<file path="config.mk">
export PLATFORM = sky130hd
export DESIGN_NAME = if_fetch_unit_flat
export DESIGN_NICKNAME = d
export VERILOG_FILES = /design/src/rtl/if_fetch_unit_if.sv /design/src/rtl/if_fetch_unit.sv /design/src/flat_wrapper.sv
export SDC_FILE = /design/constraint.sdc
export NUM_CORES = 1
export LEC_CHECK = 0
export ABC_AREA = 1
export CORE_ASPECT_RATIO = 0.8
export CORE_MARGIN = 2
export CORE_UTILIZATION = 45
export DETAILED_ROUTE_END_ITERATION = 7
export PLACE_DENSITY_LB_ADDON = 0.3
export SYNTH_ARGS = -nofsm -noshare
export SYNTH_HDL_FRONTEND = slang
export SYNTH_SLANG_ARGS = --single-unit
</file>
<file path="constraint.sdc">
create_clock -name clk_i -period 7 [get_ports clk_i]
set_clock_uncertainty 0.1 [all_clocks]
set_input_delay 1.4 -clock clk_i [delete_from_list [all_inputs] [get_ports clk_i]]
set_output_delay 1.4 -clock clk_i [all_outputs]
set_load 0.01 [all_outputs]
</file>
<file path="src/rtl/if_fetch_unit_if.sv">
// Instruction-memory request bus between the fetch unit (master) and imem (slave).
interface if_fetch_unit_if;
   logic        req;
   logic [31:0] addr;
   logic        ready;
   logic [31:0] rdata;

   modport master (output req, output addr, input ready, input rdata);
   modport slave  (input req, input addr, output ready, output rdata);
endinterface

</file>
<file path="src/rtl/if_fetch_unit.sv">
// Instruction fetch stage: PC ownership, imem handshake, IF/ID load/clear control.
// Optional performance counters are enabled with `define IF_PERF_CNT_EN.
module if_fetch_unit #(
   parameter logic [31:0] RESET_PC = 32'h0000_0000
) (
   input  logic                   clk_i,
   input  logic                   rst_ni,
   input  logic                   stall_i,
   input  logic                   redirect_valid_i,
   input  logic [31:0]            redirect_pc_i,
   if_fetch_unit_if.master        imem_io,
   output logic                   ifid_wen_o,
   output logic                   ifid_clear_o,
   output logic [31:0]            ifid_pc_o,
   output logic [31:0]            ifid_is_o
`ifdef IF_PERF_CNT_EN
   ,
   output logic [31:0]            fetch_cnt_o,
   output logic [31:0]            bubble_cnt_o
`endif
);

   typedef enum logic [1:0] {StIdle, StReq, StHold, StDrop} state_e;

   state_e      state_q, state_d;
   logic [31:0] pc_q, pc_d;
   logic [31:0] req_addr_q, req_addr_d;
   logic [31:0] buf_pc_q, buf_pc_d;
   logic [31:0] buf_is_q, buf_is_d;
   logic [31:0] redirect_tgt;
   logic        unused_rpc;

   assign redirect_tgt = {redirect_pc_i[31:2], 2'b00};
   assign unused_rpc   = ^redirect_pc_i[1:0];

   // DROP keeps the wrong-path address on the bus until its ready arrives.
   assign imem_io.req  = (state_q == StReq) || (state_q == StDrop);
   assign imem_io.addr = (state_q == StDrop) ? req_addr_q : pc_q;

   always_comb begin
      state_d      = state_q;
      pc_d         = pc_q;
      req_addr_d   = req_addr_q;
      buf_pc_d     = buf_pc_q;
      buf_is_d     = buf_is_q;
      ifid_wen_o   = !stall_i;
      ifid_clear_o = 1'b1;
      ifid_pc_o    = 32'h0;
      ifid_is_o    = 32'h0;

      unique case (state_q)
         StIdle: state_d = StReq;
         StReq: begin
            req_addr_d = pc_q;
            if (imem_io.ready) begin
               ifid_pc_o    = pc_q;
               ifid_is_o    = imem_io.rdata;
               ifid_clear_o = 1'b0;
               if (!stall_i) begin
                  ifid_wen_o = 1'b1;
                  pc_d       = pc_q + 32'd4;
               end else begin
                  ifid_wen_o = 1'b0;
                  buf_pc_d   = pc_q;
                  buf_is_d   = imem_io.rdata;
                  state_d    = StHold;
               end
            end
         end
         StHold: begin
            ifid_pc_o    = buf_pc_q;
            ifid_is_o    = buf_is_q;
            ifid_clear_o = 1'b0;
            if (stall_i) begin
               ifid_wen_o = 1'b0;
            end else begin
               ifid_wen_o = 1'b1;
               pc_d       = buf_pc_q + 32'd4;
               state_d    = StReq;
            end
         end
         StDrop: begin
            if (imem_io.ready) state_d = StReq;
         end
         default: state_d = StIdle;
      endcase

      // Redirect flushes IF/ID even under stall; an unfinished request must still drain.
      if (redirect_valid_i) begin
         ifid_wen_o   = 1'b1;
         ifid_clear_o = 1'b1;
         ifid_pc_o    = 32'h0;
         ifid_is_o    = 32'h0;
         pc_d         = redirect_tgt;
         state_d      = (((state_q == StReq) || (state_q == StDrop)) && !imem_io.ready) ?
                        StDrop : StReq;
      end
   end

   always_ff @(posedge clk_i or negedge rst_ni) begin
      if (!rst_ni) begin
         state_q    <= StIdle;
         pc_q       <= RESET_PC;
         req_addr_q <= RESET_PC;
         buf_pc_q   <= 32'h0;
         buf_is_q   <= 32'h0;
      end else begin
         state_q    <= state_d;
         pc_q       <= pc_d;
         req_addr_q <= req_addr_d;
         buf_pc_q   <= buf_pc_d;
         buf_is_q   <= buf_is_d;
      end
   end

`ifdef IF_PERF_CNT_EN
   logic [31:0] fetch_cnt_q, bubble_cnt_q;

   always_ff @(posedge clk_i or negedge rst_ni) begin
      if (!rst_ni) begin
         fetch_cnt_q  <= 32'h0;
         bubble_cnt_q <= 32'h0;
      end else if (ifid_wen_o) begin
         if (ifid_clear_o) bubble_cnt_q <= bubble_cnt_q + 32'd1;
         else              fetch_cnt_q  <= fetch_cnt_q + 32'd1;
      end
   end

   assign fetch_cnt_o  = fetch_cnt_q;
   assign bubble_cnt_o = bubble_cnt_q;
`endif

endmodule

</file>
<file path="src/flat_wrapper.sv">
// flat-port wrapper written by rule: the top's interface ports become plain ports
module if_fetch_unit_flat 
#(
   parameter logic [31:0] RESET_PC = 32'h0000_0000
)
  (clk_i, rst_ni, stall_i, redirect_valid_i, redirect_pc_i, ifid_wen_o, ifid_clear_o, ifid_pc_o, ifid_is_o, imem_io_req, imem_io_addr, imem_io_ready, imem_io_rdata);
  if_fetch_unit_if imem_io_i ();
  input  logic clk_i;
  input  logic rst_ni;
  input  logic stall_i;
  input  logic redirect_valid_i;
  input  logic [31:0] redirect_pc_i;
  output logic ifid_wen_o;
  output logic ifid_clear_o;
  output logic [31:0] ifid_pc_o;
  output logic [31:0] ifid_is_o;
  output wire logic [$bits(imem_io_i.req)-1:0] imem_io_req;
  output wire logic [$bits(imem_io_i.addr)-1:0] imem_io_addr;
  input wire logic [$bits(imem_io_i.ready)-1:0] imem_io_ready;
  input wire logic [$bits(imem_io_i.rdata)-1:0] imem_io_rdata;
  assign imem_io_req = imem_io_i.req;
  assign imem_io_addr = imem_io_i.addr;
  assign imem_io_i.ready = imem_io_ready;
  assign imem_io_i.rdata = imem_io_rdata;
  if_fetch_unit #(.RESET_PC(RESET_PC)) u_core (.clk_i(clk_i), .rst_ni(rst_ni), .stall_i(stall_i), .redirect_valid_i(redirect_valid_i), .redirect_pc_i(redirect_pc_i), .imem_io(imem_io_i), .ifid_wen_o(ifid_wen_o), .ifid_clear_o(ifid_clear_o), .ifid_pc_o(ifid_pc_o), .ifid_is_o(ifid_is_o));
endmodule
</file>
==> results of run 1 <==
==> critical path, stage by stage <==
cell	delay, ps
sky130_fd_sc_hd__clkdlybuf4s50_1	850
sky130_fd_sc_hd__nor2_1	190
sky130_fd_sc_hd__inv_2	520
sky130_fd_sc_hd__buf_4	470
sky130_fd_sc_hd__a21oi_1	90
sky130_fd_sc_hd__clkdlybuf4s50_1	510
==> state kept, by name (all words and copies together), names as in the netlist <==
register / flops
u_core.req_addr_q: 32
u_core.state_q: 2
u_core.buf_pc_q: 32
u_core.buf_is_q: 32
u_core.pc_q: 32
==> kinds of logic after synthesis <==
logic type | after synthesis | share of synthesized area (%)
adders and majority gates | 4 | 0.651
AOI/OAI and AO/OA | 212 | 14.2
buffers and inverters | 140 | 7.63
DFF | 130 | 42.3
muxes | 32 | 4.69
and+or+nand+nor | 552 | 30.3
xor gates and xnor gates | 2 | 0.228
==> routing by layer <==
metal	vias to the layer above	global-route usage, %
met2	283	38.0
met1	3510	35.7
met4	0	5.25
met5	-	0
li1	3720	-
met3	17	7.97
==> power groups by stage <==
| stage | Clock [mW] | Sequential (mW) | Combinational, mW |
|---|---|---|---|
| detailed placement | 0 | 1.32 | 2.21 |
| CTS | 0.933 | 1.32 | 2.22 |
| global route | 0.971 | 1.37 | 2.49 |
| floorplan | 0 | 1.27 | 1.43 |
| finish | 0.921 | 1.32 | 2.22 |
| global placement | 0 | 1.31 | 2.17 |
==> metrics by stage <==
step | setup WS (ps) | total power, mW
detailed placement | 1480 | 3.53
global route | 1310 | 4.83
finish | 1450 | 4.46
global placement | 1500 | 3.48
floorplan | 3170 | 2.71
CTS | 1450 | 4.47
==> cell usage after synthesis (all sizes together) <==
cell	n
a21o	1
a21oi	71
a22oi	2
a31oi	1
a32oi	1
and2	1
buf	23
clkbuf	40
clkinv	1
dfrtp	130
ha	4
inv	76
mux2	32
nand2	388
nand3	74
nand4	3
nor2	85
o211ai	4
o21ai	124
o21bai	1
o22ai	7
or2	1
xor2	2
==> cell type report <==
class | instances | share of cell area, %
tap | 220 | 2.75
inverter | 77 | 2.89
clock buffer | 17 | 4.26
clock inverter | 15 | 1.82
timing repair buffer | 173 | 17.1
multi-input combinational | 802 | 38.6
sequential | 130 | 32.6
==> layout by cell type, fill, tap and decap left out, drive strengths merged, types with 3 or more instances in the layout <==
| master | synthesis | layout |
|---|---|---|
| o211ai | 4 | 4 |
| nand3 | 74 | 74 |
| inv | 76 | 79 |
| clkdlybuf4s50 | 0 | 164 |
| clkinvlp | 0 | 5 |
| bufinv | 0 | 3 |
| nand2 | 388 | 388 |
| o21ai | 124 | 124 |
| nand4 | 3 | 3 |
| clkbuf | 40 | 17 |
| buf | 23 | 9 |
| dfrtp | 130 | 130 |
| clkinv | 1 | 5 |
| o22ai | 7 | 7 |
| nor2 | 85 | 85 |
| a21oi | 71 | 71 |
| ha | 4 | 4 |
| mux2 | 32 | 32 |
==> worst paths after layout <==
kind                                                   start                           endpoint  slack, ps  depth (start not counted)
max                                         redirect_valid_i                       ifid_is_o[2]       1450                          6
min                        u_core.req_addr_q[26]$_DFFE_PN0P_  u_core.req_addr_q[26]$_DFFE_PN0P_        380                          2
max reg2reg                    u_core.state_q[0]$_DFFE_PN0P_        u_core.pc_q[14]$_DFFE_PN0P_       3310                         10
min reg2reg                u_core.req_addr_q[26]$_DFFE_PN0P_  u_core.req_addr_q[26]$_DFFE_PN0P_        380                          2
max in group asynchronous                             rst_ni     u_core.buf_pc_q[0]$_DFFE_PN0P_       4390                          2
min in group asynchronous                             rst_ni         u_core.pc_q[6]$_DFFE_PN0P_        990                          1
==> insert_results.sql, run 1 <==
INSERT INTO impl_metrics (metric_group, metric, value, unit) VALUES
('cts', 'cts_max_level', '4', ''),
('grt', 'antenna_found_initial', '0', ''),
('drt', 'wl_met3', '2140', 'µm'),
('finish', 'layout-drive-gt1-share', '9.72', '%'),
('placement', 'place.detailed.hpwl', '14800', 'µm'),
('finish', 'post-route-cell-area', '9990', 'µm²'),
('grt', 'gr-usage-all-layers', '25.2', '%'),
('cts', 'clock_sink_count', '130', ''),
('finish', 'fillerInstances', '1492', ''),
('synthesis', 'synth.largest_area_cell', 'sky130_fd_sc_hd__dfrtp_1', ''),
('placement', 'dp_cells', '1402', ''),
('grt', 'grt_overflow_total', '0', ''),
('pwr', 'power.combinational.fraction', '49.7', '%'),
('drt', 'routed_wire_length_per_instance', '15.4', 'µm'),
('floorplan', 'pin_count', '168', ''),
('grt', 'global_route_wire_length_before_repair', '36200', 'µm'),
('floorplan', 'die_h', '121', 'µm'),
('worst_setup_path', 'critical_path.startpoint_type', 'input pin', ''),
('floorplan', 'start_util', '46.2', '%'),
('timing', 'fmax', '180', 'MHz'),
('worst_setup_path', 'cp_max_fo', '34', ''),
('drt', 'top_layer_used', 'met4', ''),
('hold_path', 'holdCritPathClass', 'flip-flop to flip-flop', ''),
('finish', 'finish.net_count', '1274', ''),
('drt', 'drtIter0Drc', '605', ''),
('timing', 'rsz_0062_raised_after_global_routing', 'no', ''),
('synthesis', 'netlist.area_leader.share', '42.3', '%'),
('timing', 'final.min_clock_period', '5550', 'ps'),
('cts', 'cts_buffer_depth', '2', ''),
('timing', 'setup-violations-final', '0', ''),
('drt', 'drt_drc_violations_left', '0', ''),
('cts', 'cts_tree', 'built', ''),
('drt', 'wl', '22100', 'µm'),
('flow_run', 'max_cap_violations', '0', ''),
('timing', 'finalCritPeriodShare', '79.3', '%'),
('drt', 'drt.antenna.violating_nets', '0', ''),
('floorplan', 'rows', '42', ''),
('status', 'status', 'finished clean', ''),
('timing', 'setup_total_negative_slack', '0', 'ps'),
('drt', 'met1_length', '10000', 'µm'),
('worst_setup_path', 'worst_setup_path_end_kind', 'output port', ''),
('drt', 'via_per_inst', '5.25', ''),
('drt', 'detail_route.first_pass.iterations', '5', ''),
('drt', 'route.vias.total', '7530', ''),
('timing', 'timing_worst_slew_pin_value', '1040', 'ps'),
('timing', 'hold_violations', '0', ''),
('synthesis', 'syn_inst_count', '1072', ''),
('placement', 'gp_congestion', '0.891', ''),
('pwr', 'share_clk_of_total_power', '20.6', '%'),
('pwr', 'power.share.switching', '43.3', '%'),
('worst_setup_path', 'timing.setup.critical_path_class', 'input pin to output port', ''),
('pwr', 'power.internal', '2.53', 'mW'),
('synthesis', 'ys_warn_count', '0', ''),
('floorplan', 'width_of_the_die', '150', 'µm'),
('timing', 'worst_hold_slack', '383', 'ps'),
('synthesis', 'seq_area_frac_synth', '42.3', '%'),
('pwr', 'p_leak', '4.31', 'nW'),
('floorplan', 'design.die.area', '18200', 'µm²'),
('pwr', 'share_seq_of_total_power', '29.7', '%'),
('finish', 'n_antenna_cell', '0', ''),
('finish', 'area_growth_synth_to_finish', '29.9', '%'),
('finish', 'post_layout_nonfiller_instances', '1434', ''),
('timing', 'slew_headroom', '30.5', '%'),
('finish', 'final_util', '60.0', '%'),
('worst_setup_path', 'worst-endpoint-arrival', '4050', 'ps'),
('grt', 'grt_max_degree', '72', ''),
('cts', 'cts_hold_buffers', '0', ''),
('finish', 'multiInputGateArea', '3860', 'µm²'),
('synthesis', 'cell_area_after_technology_mapping', '7690', 'µm²'),
('worst_setup_path', 'worst_ep_required_time', '5500', 'ps'),
('pwr', 'switching_power', '1.93', 'mW');
No activity file was read; power rests on OpenSTA's default activity.
==> run 2: changes to the inputs <==
==> constraint.sdc (replaced) <==
create_clock -name clk_i -period 4.9 [get_ports clk_i]
set_clock_uncertainty 0.1 [all_clocks]
set_input_delay 0.98 -clock clk_i [delete_from_list [all_inputs] [get_ports clk_i]]
set_output_delay 0.98 -clock clk_i [all_outputs]
set_load 0.01 [all_outputs]
==> run 2 against run 1 <==
Against the previous run: global-route usage is essentially flat; power grew 44%; first-iteration DRC count grew 21%; die area is the same; critical path type is now flip-flop to output port; largest cell class unchanged; largest power group unchanged; highest routed layer unchanged.
==> insert_results.sql, run 2 (synthesized netlist as in run 1, its figures left out) <==
INSERT INTO impl_metrics (metric_group, metric, value, unit) VALUES
('pwr', 'power.share.switching', '43.0', '%'),
('timing', 'rsz_0062_raised_after_global_routing', 'no', ''),
('floorplan', 'rows', '42', ''),
('pwr', 'power.density_cell_area', '638', 'nW/µm²'),
('cts', 'clock_sink_count', '130', ''),
('worst_setup_path', 'worst_setup_path_end_kind', 'output port', ''),
('worst_setup_path', 'crit_buf_inv', '3', ''),
('finish', 'finish.net_count', '1282', ''),
('finish', 'post_layout_nonfiller_instances', '1441', ''),
('status', 'status', 'finished clean', ''),
('timing', 'postLayoutSetupSlackWorst', '875', 'ps'),
('timing', 'final.min_clock_period', '4030', 'ps'),
('placement', 'place.detailed.hpwl', '15200', 'µm'),
('cts', 'cts_buffer_depth', '2', ''),
('floorplan', 'design.die.area', '18200', 'µm²'),
('worst_setup_path', 'cp_max_fo', '39', ''),
('timing', 'fmax', '248', 'MHz'),
('finish', 'final_util', '60.4', '%'),
('cts', 'cts_max_level', '4', ''),
('timing', 'finalCritPeriodShare', '82.1', '%'),
('placement', 'preCtsSetupSlack', '986', 'ps'),
('placement', 'gp_congestion', '0.905', ''),
('drt', 'routed_wire_length_per_instance', '15.5', 'µm'),
('worst_setup_path', 'highest_delay_cell_along_the_critical_path', 'sky130_fd_sc_hd__ha_2', ''),
('finish', 'layout-drive-gt1-share', '10.2', '%'),
('worst_setup_path', 'timing.critical_path.cells', 'inv_1, ha_2, buf_4, nand2_1, a21oi_1, clkdlybuf4s50_1', ''),
('placement', 'placement.cell_area', '9460', 'µm²'),
('cts', 'clkSlewWorstSetupHoldPaths', '60', 'ps'),
('timing', 'worst_hold_slack', '383', 'ps'),
('hold_path', 'timing.hold.worst_path_depth', '2', ''),
('hold_path', 'holdCritPathClass', 'flip-flop to flip-flop', ''),
('placement', 'io_buffer_count', '165', ''),
('drt', 'via_per_inst', '5.22', ''),
('floorplan', 'die_h', '121', 'µm'),
('cts', 'cts_post_setup_buffers_inserted', '0', ''),
('pwr', 'share_seq_of_total_power', '29.5', '%'),
('timing', 'hold_violations', '0', ''),
('cts', 'clk_root_buffer_cell', 'sky130_fd_sc_hd__clkbuf_16', ''),
('finish', 'area_growth_synth_to_finish', '30.9', '%'),
('pwr', 'share_clk_of_total_power', '20.5', '%'),
('worst_setup_path', 'ff2ff_setup_slack', '1680', 'ps'),
('flow_run', 'max_cap_violations', '0', ''),
('worst_setup_path', 'reg2reg_depth', '14', ''),
('pwr', 'power.combinational.fraction', '50.0', '%'),
('worst_setup_path', 'worst-endpoint-arrival', '2950', 'ps'),
('pwr', 'power.internal', '3.66', 'mW'),
('grt', 'grt_overflow_total', '0', ''),
('worst_setup_path', 'timing.setup.critical_path_class', 'flip-flop to output port', ''),
('cts', 'cts_hold_buffers', '0', ''),
('timing', 'setup-violations-final', '0', ''),
('pwr', 'peakVddDrop', '0.292', 'mV'),
('finish', 'final_cell_mix', 'sky130_fd_sc_hd__nand2_1 (363), sky130_fd_sc_hd__clkdlybuf4s50_1 (164), sky130_fd_sc_hd__dfrtp_1 (130), sky130_fd_sc_hd__o21ai_0 (122), sky130_fd_sc_hd__nand3_1 (74)', ''),
('drt', 'drtIter0Drc', '735', ''),
('worst_setup_path', 'critical_path.startpoint_type', 'flip-flop', ''),
('grt', 'gr-usage-all-layers', '25.2', '%'),
('placement', 'dp_cells', '1410', ''),
('drt', 'drt.antenna.violating_nets', '0', ''),
('finish', 'n_antenna_cell', '0', ''),
('pwr', 'power', '6.43', 'mW'),
('finish', 'fillerInstances', '1495', ''),
('floorplan', 'core_area', '16700', 'µm²'),
('finish', 'post-route-cell-area', '10100', 'µm²'),
('drt', 'detail_route.first_pass.iterations', '5', ''),
('cts', 'post_cts_resize_count', '0', ''),
('grt', 'grt_pass1_vias', '7075', ''),
('worst_setup_path', 'crit_path_max_incr_delay', '810', 'ps'),
('worst_setup_path', 'worst_ep_required_time', '3820', 'ps'),
('drt', 'drt_drc_violations_left', '0', ''),
('grt', 'grt_max_degree', '73', ''),
('cts', 'clock_latency', '420', 'ps'),
('cts', 'cts_tree', 'built', ''),
('floorplan', 'width_of_the_die', '150', 'µm'),
('floorplan', 'start_util', '46.2', '%'),
('pwr', 'p_leak', '4.37', 'nW'),
('timing', 'slew_headroom', '35.9', '%'),
('floorplan', 'pin_count', '168', ''),
('timing', 'setup_total_negative_slack', '0', 'ps'),
('finish', 'final_common_cell', 'sky130_fd_sc_hd__nand2_1', ''),
('grt', 'global_route_wire_length_before_repair', '36000', 'µm'),
('worst_setup_path', 'worstSetupPathDepth', '6', ''),
('pwr', 'switching_power', '2.76', 'mW'),
('cts', 'cts_made_buffers', '17', ''),
('drt', 'route.vias.total', '7524', ''),
('timing', 'timing_worst_slew_pin_value', '961', 'ps'),
('worst_setup_path', 'cpLargestDelayFamily', 'buffers and inverters', ''),
('timing', 'slew_viol_final', '0', ''),
('drt', 'wl', '22300', 'µm'),
('grt', 'antenna_found_initial', '0', '');
run 2: path summary, 6_finish.rpt:
check | start | to
max | u_core.state_q[0]$_DFFE_PN0P_ | ifid_is_o[31]
min | u_core.buf_pc_q[19]$_DFFE_PN0P_ | u_core.buf_pc_q[19]$_DFFE_PN0P_
max reg2reg | u_core.state_q[0]$_DFFE_PN0P_ | u_core.pc_q[24]$_DFFE_PN0P_
min reg2reg | u_core.buf_pc_q[19]$_DFFE_PN0P_ | u_core.buf_pc_q[19]$_DFFE_PN0P_
max in group asynchronous | rst_ni | u_core.req_addr_q[10]$_DFFE_PN0P_
min in group asynchronous | rst_ni | u_core.buf_pc_q[8]$_DFFE_PN0P_
run 2: per-layer routing:
| metal | track usage (%) | routed length, µm |
|---|---|---|
| met5 | 0 | 0 |
| met3 | 8.05 | 2030 |
| met2 | 38.0 | 9900 |
| met4 | 5.90 | 296 |
| met1 | 35.5 | 10000 |
run 2: power groups by stage:
stage                     logic (mW)  registers [mW]  clock network, mW
after floorplan                 2.05            1.82                  0
after global placement          3.14            1.87                  0
after detailed placement        3.19            1.90                  0
after CTS                       3.22            1.89               1.33
after global routing            3.59            1.96               1.39
final                           3.21            1.90               1.32
run 2: layout make-up:
cell class	instances	area (µm²)	area share (%)
Tap cell	220	275	2.73
Clock buffer	19	453	4.50
Timing Repair Buffer	181	1780	17.7
Sequential cell	130	3250	32.3
Clock inverter	12	158	1.57
Multi-Input combinational cell	802	3860	38.3
Inverter	77	289	2.87
run 2: worst min-delay path: cells and delay by family, from the launching register on:
kind,cells,cell delay [ps]
DFF,1,340
AOI/OAI and AO/OA,1,60
and+or+nand+nor,1,50
==> run 3: changes to the inputs <==
==> constraint.sdc (replaced) <==
create_clock -name clk_i -period 3.7 [get_ports clk_i]
set_clock_uncertainty 0.1 [all_clocks]
set_input_delay 0.74 -clock clk_i [delete_from_list [all_inputs] [get_ports clk_i]]
set_output_delay 0.74 -clock clk_i [all_outputs]
set_load 0.01 [all_outputs]
==> run 3 against run 2 <==
Against the previous run: non-clock buffer count rose by 7; register-to-register slack got worse by 1100 ps; power rose by 34%; first-iteration DRC count fell by 26%; hold slack got worse by 110 ps; die area did not move; flip-flop and latch count did not move; routed wire length rose by 1.8%; sequential share of layout area fell by 0.37 points; combinational power rose by 37%; critical path depth rose by 1; critical path type unchanged; worst setup slack got worse by 630 ps.
==> insert_results.sql, run 3 (synthesized netlist as in run 1, its figures left out) <==
INSERT INTO impl_metrics (metric_group, metric, value, unit) VALUES
('status', 'status', 'finished clean', ''),
('pwr', 'peakVddDrop', '0.407', 'mV'),
('drt', 'drtIter0Drc', '545', ''),
('placement', 'placement.cell_area', '9590', 'µm²'),
('worst_setup_path', 'worst_ep_required_time', '2860', 'ps'),
('worst_setup_path', 'cp_max_fo', '34', ''),
('finish', 'final_cell_mix', 'sky130_fd_sc_hd__nand2_1 (363), sky130_fd_sc_hd__clkdlybuf4s50_1 (164), sky130_fd_sc_hd__dfrtp_1 (130), sky130_fd_sc_hd__o21ai_0 (122), sky130_fd_sc_hd__nand3_1 (74)', ''),
('floorplan', 'core_area', '16700', 'µm²'),
('grt', 'grt_overflow_total', '0', ''),
('floorplan', 'die_h', '121', 'µm'),
('grt', 'grt_pass1_vias', '7351', ''),
('floorplan', 'width_of_the_die', '150', 'µm'),
('pwr', 'p_leak', '4.42', 'nW'),
('drt', 'detail_route.first_pass.iterations', '5', ''),
('timing', 'slew_headroom', '48.8', '%'),
('drt', 'route.vias.total', '7608', ''),
('floorplan', 'design.die.area', '18200', 'µm²'),
('floorplan', 'rows', '42', ''),
('cts', 'cts_buffer_depth', '2', ''),
('drt', 'via_per_inst', '5.25', ''),
('cts', 'cts_max_level', '4', ''),
('placement', 'io_buffer_count', '165', ''),
('timing', 'postLayoutSetupSlackWorst', '249', 'ps'),
('finish', 'n_antenna_cell', '0', ''),
('finish', 'area_growth_synth_to_finish', '32.4', '%'),
('grt', 'global_route_wire_length_before_repair', '37000', 'µm'),
('finish', 'final_common_cell', 'sky130_fd_sc_hd__nand2_1', ''),
('grt', 'gr-usage-all-layers', '25.8', '%'),
('timing', 'setup_total_negative_slack', '0', 'ps'),
('grt', 'grt_max_degree', '57', ''),
('floorplan', 'pin_count', '168', ''),
('cts', 'clock_sink_count', '130', ''),
('placement', 'preCtsSetupSlack', '330', 'ps'),
('pwr', 'power.density_cell_area', '844', 'nW/µm²'),
('timing', 'rsz_0062_raised_after_global_routing', 'no', ''),
('finish', 'post-route-cell-area', '10200', 'µm²'),
('finish', 'layout-drive-gt1-share', '10.8', '%'),
('drt', 'wl', '22700', 'µm'),
('worst_setup_path', 'critical_path.startpoint_type', 'flip-flop', ''),
('cts', 'cts_post_setup_buffers_inserted', '0', ''),
('timing', 'setup-violations-final', '0', ''),
('placement', 'place.detailed.hpwl', '15900', 'µm'),
('cts', 'cts_hold_buffers', '0', ''),
('cts', 'cts_tree', 'built', ''),
('timing', 'slew_viol_final', '0', ''),
('drt', 'drt_drc_violations_left', '0', ''),
('drt', 'routed_wire_length_per_instance', '15.6', 'µm'),
('timing', 'hold_violations', '0', ''),
('worst_setup_path', 'timing.setup.critical_path_class', 'flip-flop to output port', ''),
('cts', 'clock_latency', '430', 'ps'),
('flow_run', 'max_cap_violations', '0', ''),
('cts', 'clk_root_buffer_cell', 'sky130_fd_sc_hd__clkbuf_16', ''),
('finish', 'finish.net_count', '1289', ''),
('cts', 'clkSlewWorstSetupHoldPaths', '60', 'ps'),
('hold_path', 'holdCritPathClass', 'input pin to async pin', ''),
('timing', 'fmax', '290', 'MHz'),
('timing', 'finalCritPeriodShare', '93.3', '%'),
('worst_setup_path', 'worst_setup_path_end_kind', 'output port', ''),
('timing', 'final.min_clock_period', '3450', 'ps'),
('cts', 'cts_made_buffers', '17', ''),
('floorplan', 'start_util', '46.2', '%'),
('cts', 'post_cts_resize_count', '0', ''),
('drt', 'drt.antenna.violating_nets', '0', ''),
('worst_setup_path', 'worst-endpoint-arrival', '2610', 'ps'),
('timing', 'timing_worst_slew_pin_value', '768', 'ps'),
('grt', 'antenna_found_initial', '0', ''),
('placement', 'gp_congestion', '0.902', '');
==> run 3: changes by cell type in the layout (fill, tap and decap cells not counted), sizes merged <==
cell      previous run  this run
buf                 17        24
clkbuf              19        18
bufinv               3         2
clkinvlp             3         2
inv                 76        80
==> run 3: worst max-delay path, stage by stage (launching register included) <==
cell                              delay [ps]
sky130_fd_sc_hd__dfrtp_1                 450
sky130_fd_sc_hd__inv_1                    80
sky130_fd_sc_hd__ha_2                    290
sky130_fd_sc_hd__nor2_1                  170
sky130_fd_sc_hd__inv_2                   200
sky130_fd_sc_hd__buf_12                  230
sky130_fd_sc_hd__a21oi_1                 160
sky130_fd_sc_hd__clkdlybuf4s50_1         590
==> run 3: final timing paths <==
| path | start | to | slack (ps) | cells past startpoint |
|---|---|---|---|---|
| min in group clk_i | u_core.req_addr_q[28]$_DFFE_PN0P_ | u_core.req_addr_q[28]$_DFFE_PN0P_ | 380 | 2 |
| min | rst_ni | u_core.buf_pc_q[8]$_DFFE_PN0P_ | 270 | 1 |
| max in group asynchronous | rst_ni | u_core.buf_pc_q[0]$_DFFE_PN0P_ | 2450 | 2 |
| max reg2reg | u_core.state_q[0]$_DFFE_PN0P_ | u_core.pc_q[24]$_DFFE_PN0P_ | 560 | 17 |
| min reg2reg | u_core.req_addr_q[28]$_DFFE_PN0P_ | u_core.req_addr_q[28]$_DFFE_PN0P_ | 380 | 2 |
| max | u_core.state_q[0]$_DFFE_PN0P_ | ifid_is_o[19] | 250 | 7 |
==> run 3: report_power, final <==
group	internal (mW)	leakage, nW	switching, mW
combinational	1.76	2.53	2.63
sequential	2.10	1.60	0.420
clock	1.02	0.288	0.668
==> run 3: routing by layer <==
metal	global-route usage [%]	vias up	wire (µm)
met3	7.86	23	2010
met2	40.2	307	10100
met1	35.5	3526	10300
met4	5.90	0	270
met5	0	-	0
li1	-	3752	-
==> run 3: layout make-up <==
cell class                 count  area, µm²
fill                        1516       6470
inverter                      77        289
clock inverter                14        151
timing repair buffer         188       1910
multi-input combinational    802       3870
tap                          220        275
clock buffer                  18        439
sequential                   130       3250
==> run 3: metrics by stage <==
| stage | cells | power, mW | hold slack [ps] | utilization [%] |
|---|---|---|---|---|
| 3_3_place_gp | 1417 | 6.75 | 366 | 57.5 |
| 2_1_floorplan | 1072 | 5.12 | 344 | - |
| 4_1_cts | 1449 | 8.59 | 307 | 61.1 |
| 5_1_grt | 1449 | 9.26 | 325 | 61.1 |
| 3_5_place_dp | 1417 | 6.87 | 373 | 57.5 |
| 6_report | 1449 | 8.59 | 274 | 61.1 |
